===== src/rtl/fifo_stream_reader_if.sv =====
// Signal bundle between fifo_stream_reader (master) and its FIFO/consumer side (slave).
// Stream handshake: a word moves on a rising edge where out_valid && out_ready; once
// out_valid is high, out_data/out_last hold until that edge. fifo_data is valid the
// cycle after fifo_rd_en was high.
interface fifo_stream_reader_if #(
  parameter int WIDTH = 16
);
  logic             fifo_empty;
  logic             fifo_rd_en;
  logic [WIDTH-1:0] fifo_data;
  logic             out_valid;
  logic             out_ready;
  logic [WIDTH-1:0] out_data;
  logic             out_last;
  logic [1:0]       dbg_occ;
  logic             dbg_pend;
  logic             dbg_state;

  modport master (
    input  fifo_empty, fifo_data, out_ready,
    output fifo_rd_en, out_valid, out_data, out_last, dbg_occ, dbg_pend, dbg_state
  );

  modport slave (
    output fifo_empty, fifo_data, out_ready,
    input  fifo_rd_en, out_valid, out_data, out_last, dbg_occ, dbg_pend, dbg_state
  );
endinterface


===== src/rtl/fifo_stream_reader.sv =====
// FIFO drain stage: absorbs the one-cycle FIFO read latency into a 2-entry skid buffer.
// Define FIFO_RD_FRAME_EN to strip length headers and flag the last payload word.
module fifo_stream_reader #(
  parameter int WIDTH = 16,
  parameter int LEN_W = 8
) (
  input  logic                 clock,
  input  logic                 rst,
  fifo_stream_reader_if.master bus
);

  if (LEN_W < 1 || LEN_W > WIDTH) begin : g_len_w_check
    $error("fifo_stream_reader: LEN_W must be in 1..WIDTH");
  end

  logic [WIDTH-1:0] r_buf [2];
  logic             r_head;
  logic             r_tail;
  logic [1:0]       r_occ;
  logic             r_pend;

  logic [WIDTH-1:0] w_head_word;
  logic             w_out_pop;
  logic             w_hdr_pop;
  logic             w_pop;
  logic [2:0]       w_level;
  logic             w_rd_en;

  assign w_head_word = r_buf[r_head];
  assign w_out_pop   = bus.out_valid && bus.out_ready;
  assign w_pop       = w_out_pop || w_hdr_pop;

  // Slots committed after this cycle: buffered + in flight - leaving now.
  assign w_level = {1'b0, r_occ} + {2'b00, r_pend} - {2'b00, w_pop};
  assign w_rd_en = rst && !bus.fifo_empty && (w_level < 3'd2);

  assign bus.fifo_rd_en = w_rd_en;
  assign bus.out_data   = w_head_word;
  assign bus.dbg_occ    = r_occ;
  assign bus.dbg_pend   = r_pend;

  always_ff @(posedge clock or negedge rst) begin
    if (!rst) begin
      r_buf[0] <= '0;
      r_buf[1] <= '0;
      r_head   <= 1'b0;
      r_tail   <= 1'b0;
      r_occ    <= 2'd0;
      r_pend   <= 1'b0;
    end else begin
      r_pend <= w_rd_en;
      if (r_pend) begin
        r_buf[r_tail] <= bus.fifo_data;
        r_tail        <= ~r_tail;
      end
      if (w_pop) begin
        r_head <= ~r_head;
      end
      r_occ <= r_occ + {1'b0, r_pend} - {1'b0, w_pop};
    end
  end

`ifdef FIFO_RD_FRAME_EN
  typedef enum logic {
    ST_HDR = 1'b0,
    ST_PAY = 1'b1
  } state_t;

  state_t           r_state;
  state_t           w_state_nxt;
  logic [LEN_W-1:0] r_rem;
  logic [LEN_W-1:0] w_rem_nxt;

  always_ff @(posedge clock or negedge rst) begin
    if (!rst) begin
      r_state <= ST_HDR;
      r_rem   <= '0;
    end else begin
      r_state <= w_state_nxt;
      r_rem   <= w_rem_nxt;
    end
  end

  always_comb begin
    w_state_nxt = r_state;
    w_rem_nxt   = r_rem;
    w_hdr_pop   = 1'b0;
    case (r_state)
      ST_HDR: begin
        // A zero-length header is swallowed and the next head word is another header.
        if (r_occ != 2'd0) begin
          w_hdr_pop = 1'b1;
          w_rem_nxt = w_head_word[LEN_W-1:0];
          if (w_head_word[LEN_W-1:0] != '0) begin
            w_state_nxt = ST_PAY;
          end
        end
      end
      ST_PAY: begin
        if (w_out_pop) begin
          w_rem_nxt = r_rem - LEN_W'(1);
          if (r_rem == LEN_W'(1)) begin
            w_state_nxt = ST_HDR;
          end
        end
      end
      default: w_state_nxt = ST_HDR;
    endcase
  end

  assign bus.out_valid = (r_occ != 2'd0) && (r_state == ST_PAY);
  assign bus.out_last  = (r_state == ST_PAY) && (r_rem == LEN_W'(1));
  assign bus.dbg_state = (r_state == ST_PAY);
`else
  assign w_hdr_pop     = 1'b0;
  assign bus.out_valid = (r_occ != 2'd0);
  assign bus.out_last  = 1'b0;
  assign bus.dbg_state = 1'b0;
`endif

endmodule


===== src/flat_wrapper.sv =====
// flat-port wrapper written by rule: the top's interface ports become plain ports
module fifo_stream_reader_flat 
#(
  parameter int WIDTH = 16,
  parameter int LEN_W = 8
)
  (clock, rst, bus_fifo_empty, bus_fifo_data, bus_out_ready, bus_fifo_rd_en, bus_out_valid, bus_out_data, bus_out_last, bus_dbg_occ, bus_dbg_pend, bus_dbg_state);
  fifo_stream_reader_if #(.WIDTH(WIDTH)) bus_i ();
  input  logic clock;
  input  logic rst;
  input wire logic [$bits(bus_i.fifo_empty)-1:0] bus_fifo_empty;
  input wire logic [$bits(bus_i.fifo_data)-1:0] bus_fifo_data;
  input wire logic [$bits(bus_i.out_ready)-1:0] bus_out_ready;
  output wire logic [$bits(bus_i.fifo_rd_en)-1:0] bus_fifo_rd_en;
  output wire logic [$bits(bus_i.out_valid)-1:0] bus_out_valid;
  output wire logic [$bits(bus_i.out_data)-1:0] bus_out_data;
  output wire logic [$bits(bus_i.out_last)-1:0] bus_out_last;
  output wire logic [$bits(bus_i.dbg_occ)-1:0] bus_dbg_occ;
  output wire logic [$bits(bus_i.dbg_pend)-1:0] bus_dbg_pend;
  output wire logic [$bits(bus_i.dbg_state)-1:0] bus_dbg_state;
  assign bus_i.fifo_empty = bus_fifo_empty;
  assign bus_i.fifo_data = bus_fifo_data;
  assign bus_i.out_ready = bus_out_ready;
  assign bus_fifo_rd_en = bus_i.fifo_rd_en;
  assign bus_out_valid = bus_i.out_valid;
  assign bus_out_data = bus_i.out_data;
  assign bus_out_last = bus_i.out_last;
  assign bus_dbg_occ = bus_i.dbg_occ;
  assign bus_dbg_pend = bus_i.dbg_pend;
  assign bus_dbg_state = bus_i.dbg_state;
  fifo_stream_reader #(.WIDTH(WIDTH), .LEN_W(LEN_W)) u_core (.clock(clock), .rst(rst), .bus(bus_i));
endmodule

===== config.mk =====
export PLATFORM = sky130hd
export DESIGN_NAME = fifo_stream_reader_flat
export DESIGN_NICKNAME = d
export VERILOG_FILES = /design/src/rtl/fifo_stream_reader_if.sv /design/src/rtl/fifo_stream_reader.sv /design/src/flat_wrapper.sv
export SDC_FILE = /design/constraint.sdc
export NUM_CORES = 1
export LEC_CHECK = 0
export ABC_AREA = 1
export CORE_MARGIN = 2
export CORE_UTILIZATION = 44
export CTS_CLUSTER_SIZE = 24
export DETAILED_ROUTE_END_ITERATION = 6
export GPL_ROUTABILITY_DRIVEN = 0
export GPL_TIMING_DRIVEN = 1
export PLACE_DENSITY = 0.75
export SETUP_SLACK_MARGIN = 0.2
export SLEW_MARGIN = 20
export SYNTH_ARGS = -nofsm -noshare
export SYNTH_HDL_FRONTEND = slang
export SYNTH_SLANG_ARGS = --single-unit

===== constraint.sdc =====
create_clock -name clock -period 1.97 [get_ports clock]
set_clock_uncertainty 0.05 [all_clocks]
set_input_delay 0.2955 -clock clock [delete_from_list [all_inputs] [get_ports clock]]
set_output_delay 0.2955 -clock clock [all_outputs]
set_load 0.02 [all_outputs]

==> impl_metrics.tcl, run 1 <==
set metrics [dict create \
    clock_path_buffers 2 \
    ys_warn_count 0 \
    grt_pass1_vias 1260 \
    powerDensity_nw_per_um2 1740 \
    fmaxAchievable_ghz 0.3870 \
    hold_viol 0 \
    synth_cell_types 20 \
    num_antenna_cells 0 \
    grt_overflow_total 0 \
    hpwlAfterDp_um 2323 \
    syn2layout_area_growth_pct 35.06 \
    setup_viol 2 \
    synth_edf_count 0 \
    yosys.area.top_type "dfrtp_1" \
    slew_viol_final 0 \
    hold_class "in -> async" \
    io_buffers 40 \
    drtIter0Drc 62 \
    cp_data_required_time_ps 1620 \
    p_int_mw 2.463 \
    io_pins 43 \
    design.core.area_um2 3971 \
    die_area_um2 4598 \
    power_frac_seq 0.328 \
    start_util 0.4512 \
    cts_tree "yes" \
    grt_setup_unrepaired "true" \
    vias 1388 \
    clk_pin_slew_ps 70 \
    die_w_um 67.81 \
    violations "negative setup slack" \
    row_count 23 \
    crit_chain "o21ai_2, inv_2, ha_4, inv_2, ha_4, fa_1, inv_1, nand3b_1, nor2_4, buf_6" \
    cpPeakStageDelay_ps 450 \
    setup_tns_ps -717.5 \
    crit_path_start_kind "flip-flop" \
    track_usage 0.1672 \
    cts_hold_buf 0 \
    fp.dieH_um 67.81 \
    min_period_over_period 1.312 \
    cp.arrival_ps 2240 \
    grt_pass1_wl_um 5554 \
    cap_violations 0 \
    cts_inserted_buffers 5 \
    critPathKind "reg -> out" \
    ys_seq_elements 37 \
    wl_per_cell_um 11.51 \
    synthCells 199 \
    clkPwrFrac 0.122 \
    ir_worst_vdd_mv 0.7922 \
    power_leakage_nw 1.260 \
    clk_latency_ps 280 \
    ant_nets 0 \
    synth-async-reset-ratio 1.000 \
    yosys-top-cells-area "dfrtp_1 (52%), nand2_1 (17%), o21ai_2 (12%), inv_1 (4.8%), buf_6 (3.8%)" \
    post-route-drc-count 0 \
    drive_gt1_frac 0.2677 \
    synth_area_per_cell_um2 9.004 \
    status "finished, violations left" \
    post-place-ws_ps -1052 \
    dpl_cell_area_um2 2240 \
    crit_path_end_kind "output port" \
    synth_ff_type "dfrtp_1" \
    cpMaxStageDelayCell "fa_1" \
    worst-path-max-fanout 2 \
    vias_per_cell 4.566 \
    fin_nets 277 \
    cts_sinks 37 \
    ys_seq_area_frac 0.5168 \
    fin_area_um2 2420 \
    firstDrtPassIters 4 \
    synth_top_cell_area_share 0.5168 \
    finalCriticalPeriod_ps 2584 \
    switchingPower_mw 1.749 \
    antenna_found_initial 0 \
    grt_max_degree 38 \
    p_comb_frac 0.550 \
    cts_root_buf "clkbuf_8" \
    syn-cell-area_um2 1792 \
    wl_um 3498 \
    setup_slack_ps -614.0 \
    switching_share 0.4152 \
    htree_levels 2 \
]
==> cell usage after synthesis (2+ instances only) <==
master,count
dfrtp_1,37
buf_4,3
nand2_2,2
nand2_1,83
inv_1,23
o21ai_1,7
o21ai_2,25
buf_6,6
ha_1,2
==> worst max-delay path, delay by kind of cell (launching register included) <==
kind | cells | cell delay [ps]
flip-flops | 1 | 410
adder cells (fa/ha/maj) | 3 | 860
buffers and inverters | 4 | 290
AND/OR/NAND/NOR | 2 | 230
AO/OA/AOI/OAI | 1 | 160
==> path summary, 6_finish.rpt <==
| path | from | to | slack [ps] | cells after the start |
|---|---|---|---|---|
| min | rst | u_core.r_buf[21]$_DFFE_PN0P_ | 50 | 2 |
| max reg2reg | u_core.bus.dbg_occ[0]$_DFF_PN0_ | u_core.bus.dbg_pend$_DFF_PN0_ | -100 | 10 |
| min in group clock | rst | u_core.bus.dbg_pend$_DFF_PN0_ | 410 | 4 |
| max | u_core.bus.dbg_occ[0]$_DFF_PN0_ | bus_fifo_rd_en | -610 | 10 |
| min reg2reg | u_core.r_buf[16]$_DFFE_PN0P_ | u_core.r_buf[16]$_DFFE_PN0P_ | 430 | 2 |
| max in group asynchronous | rst | u_core.bus.dbg_occ[0]$_DFF_PN0_ | 1480 | 2 |
==> per-stage QoR <==
step | util | total power [mW] | hold WS (ps) | cells
finish | 0.6093 | 4.212 | 47.29 | 304
global route | 0.6093 | 4.554 | 72.58 | 304
CTS | 0.5955 | 4.119 | 64.44 | 300
detailed placement | 0.5640 | 3.666 | 369.3 | 288
global placement | 0.5640 | 3.609 | 370.5 | 288
floorplan | - | 2.798 | -50.09 | 200
==> per-layer routing <==
metal  track usage  vias to the layer above  part of all wire
met3       0.04441                        5             0.038
met4       0.06250                        0             0.017
li1              -                      714                 -
met2        0.2782                       25              0.51
met5             0                        -                 0
met1        0.2097                      644              0.44
==> kinds of logic after synthesis <==
family | after synthesis | share of synthesized area
AO/OA/AOI/OAI | 33 | 0.1445
adder cells (fa/ha/maj) | 3 | 0.02514
AND/OR/NAND/NOR | 88 | 0.1899
XOR/XNOR | 2 | 0.009778
flip-flops | 37 | 0.5168
buffers and inverters | 35 | 0.1117
other | 1 | 0.002093
==> flip-flops by register name, summed over array words and instances, names as in the netlist <==
register             count
u_core.bus.dbg_occ       2
u_core.bus.dbg_pend      1
u_core.r_head            1
u_core.r_tail            1
u_core.r_buf            32
==> repair_timing <==
action                                  4_1_cts  5_1_grt
buffers inserted                              5        3
gates cloned                                  0        1
endpoints found under the setup margin       19       12
resized for setup                            32       16
==> cells in the final DEF (no fill, tap or decap) <==
master / instances
buf_12: 2
nand2_2: 2
clkinv_4: 1
conb_1: 2
o21ai_2: 26
inv_1: 21
ha_4: 2
clkinv_2: 1
clkbuf_2: 4
clkdlybuf4s50_1: 20
dfrtp_1: 34
nand3_1: 1
buf_6: 2
inv_2: 2
clkbuf_1: 1
o21ai_1: 7
nand3b_1: 1
buf_2: 1
xnor2_2: 1
clkdlybuf4s15_1: 7
nor2_4: 1
dfrtp_2: 3
dlygate4sd2_1: 6
nand2_1: 83
xor2_1: 1
fa_1: 1
dlymetal6s2s_1: 1
clkbuf_8: 6
buf_4: 14
==> power groups by stage <==
stage	clock network [mW]	registers (mW)	logic (mW)
6_report	0.514	1.38	2.32
5_1_grt	0.566	1.43	2.56
4_1_cts	0.525	1.36	2.23
3_5_place_dp	0	1.37	2.30
3_3_place_gp	0	1.36	2.25
2_1_floorplan	0	1.37	1.42
==> final cells by class <==
| cell class | instances | area (um^2) |
|---|---|---|
| Clock buffer | 7 | 86.33 |
| Fill cell | 347 | 1551 |
| Inverter | 24 | 95.09 |
| Multi-Input combinational cell | 128 | 713.2 |
| Sequential cell | 37 | 929.6 |
| Tap cell | 50 | 62.56 |
| Timing Repair Buffer | 57 | 528.0 |
| Timing Repair inverter | 1 | 5.005 |
Power figures use the tool's default switching activity.
==> inputs of run 2 (changes only) <==
Settings changed: GPL_ROUTABILITY_DRIVEN 0 to unset.
==> results of run 2 <==
The final DEF is identical to that of run 1; final timing and power are the same.
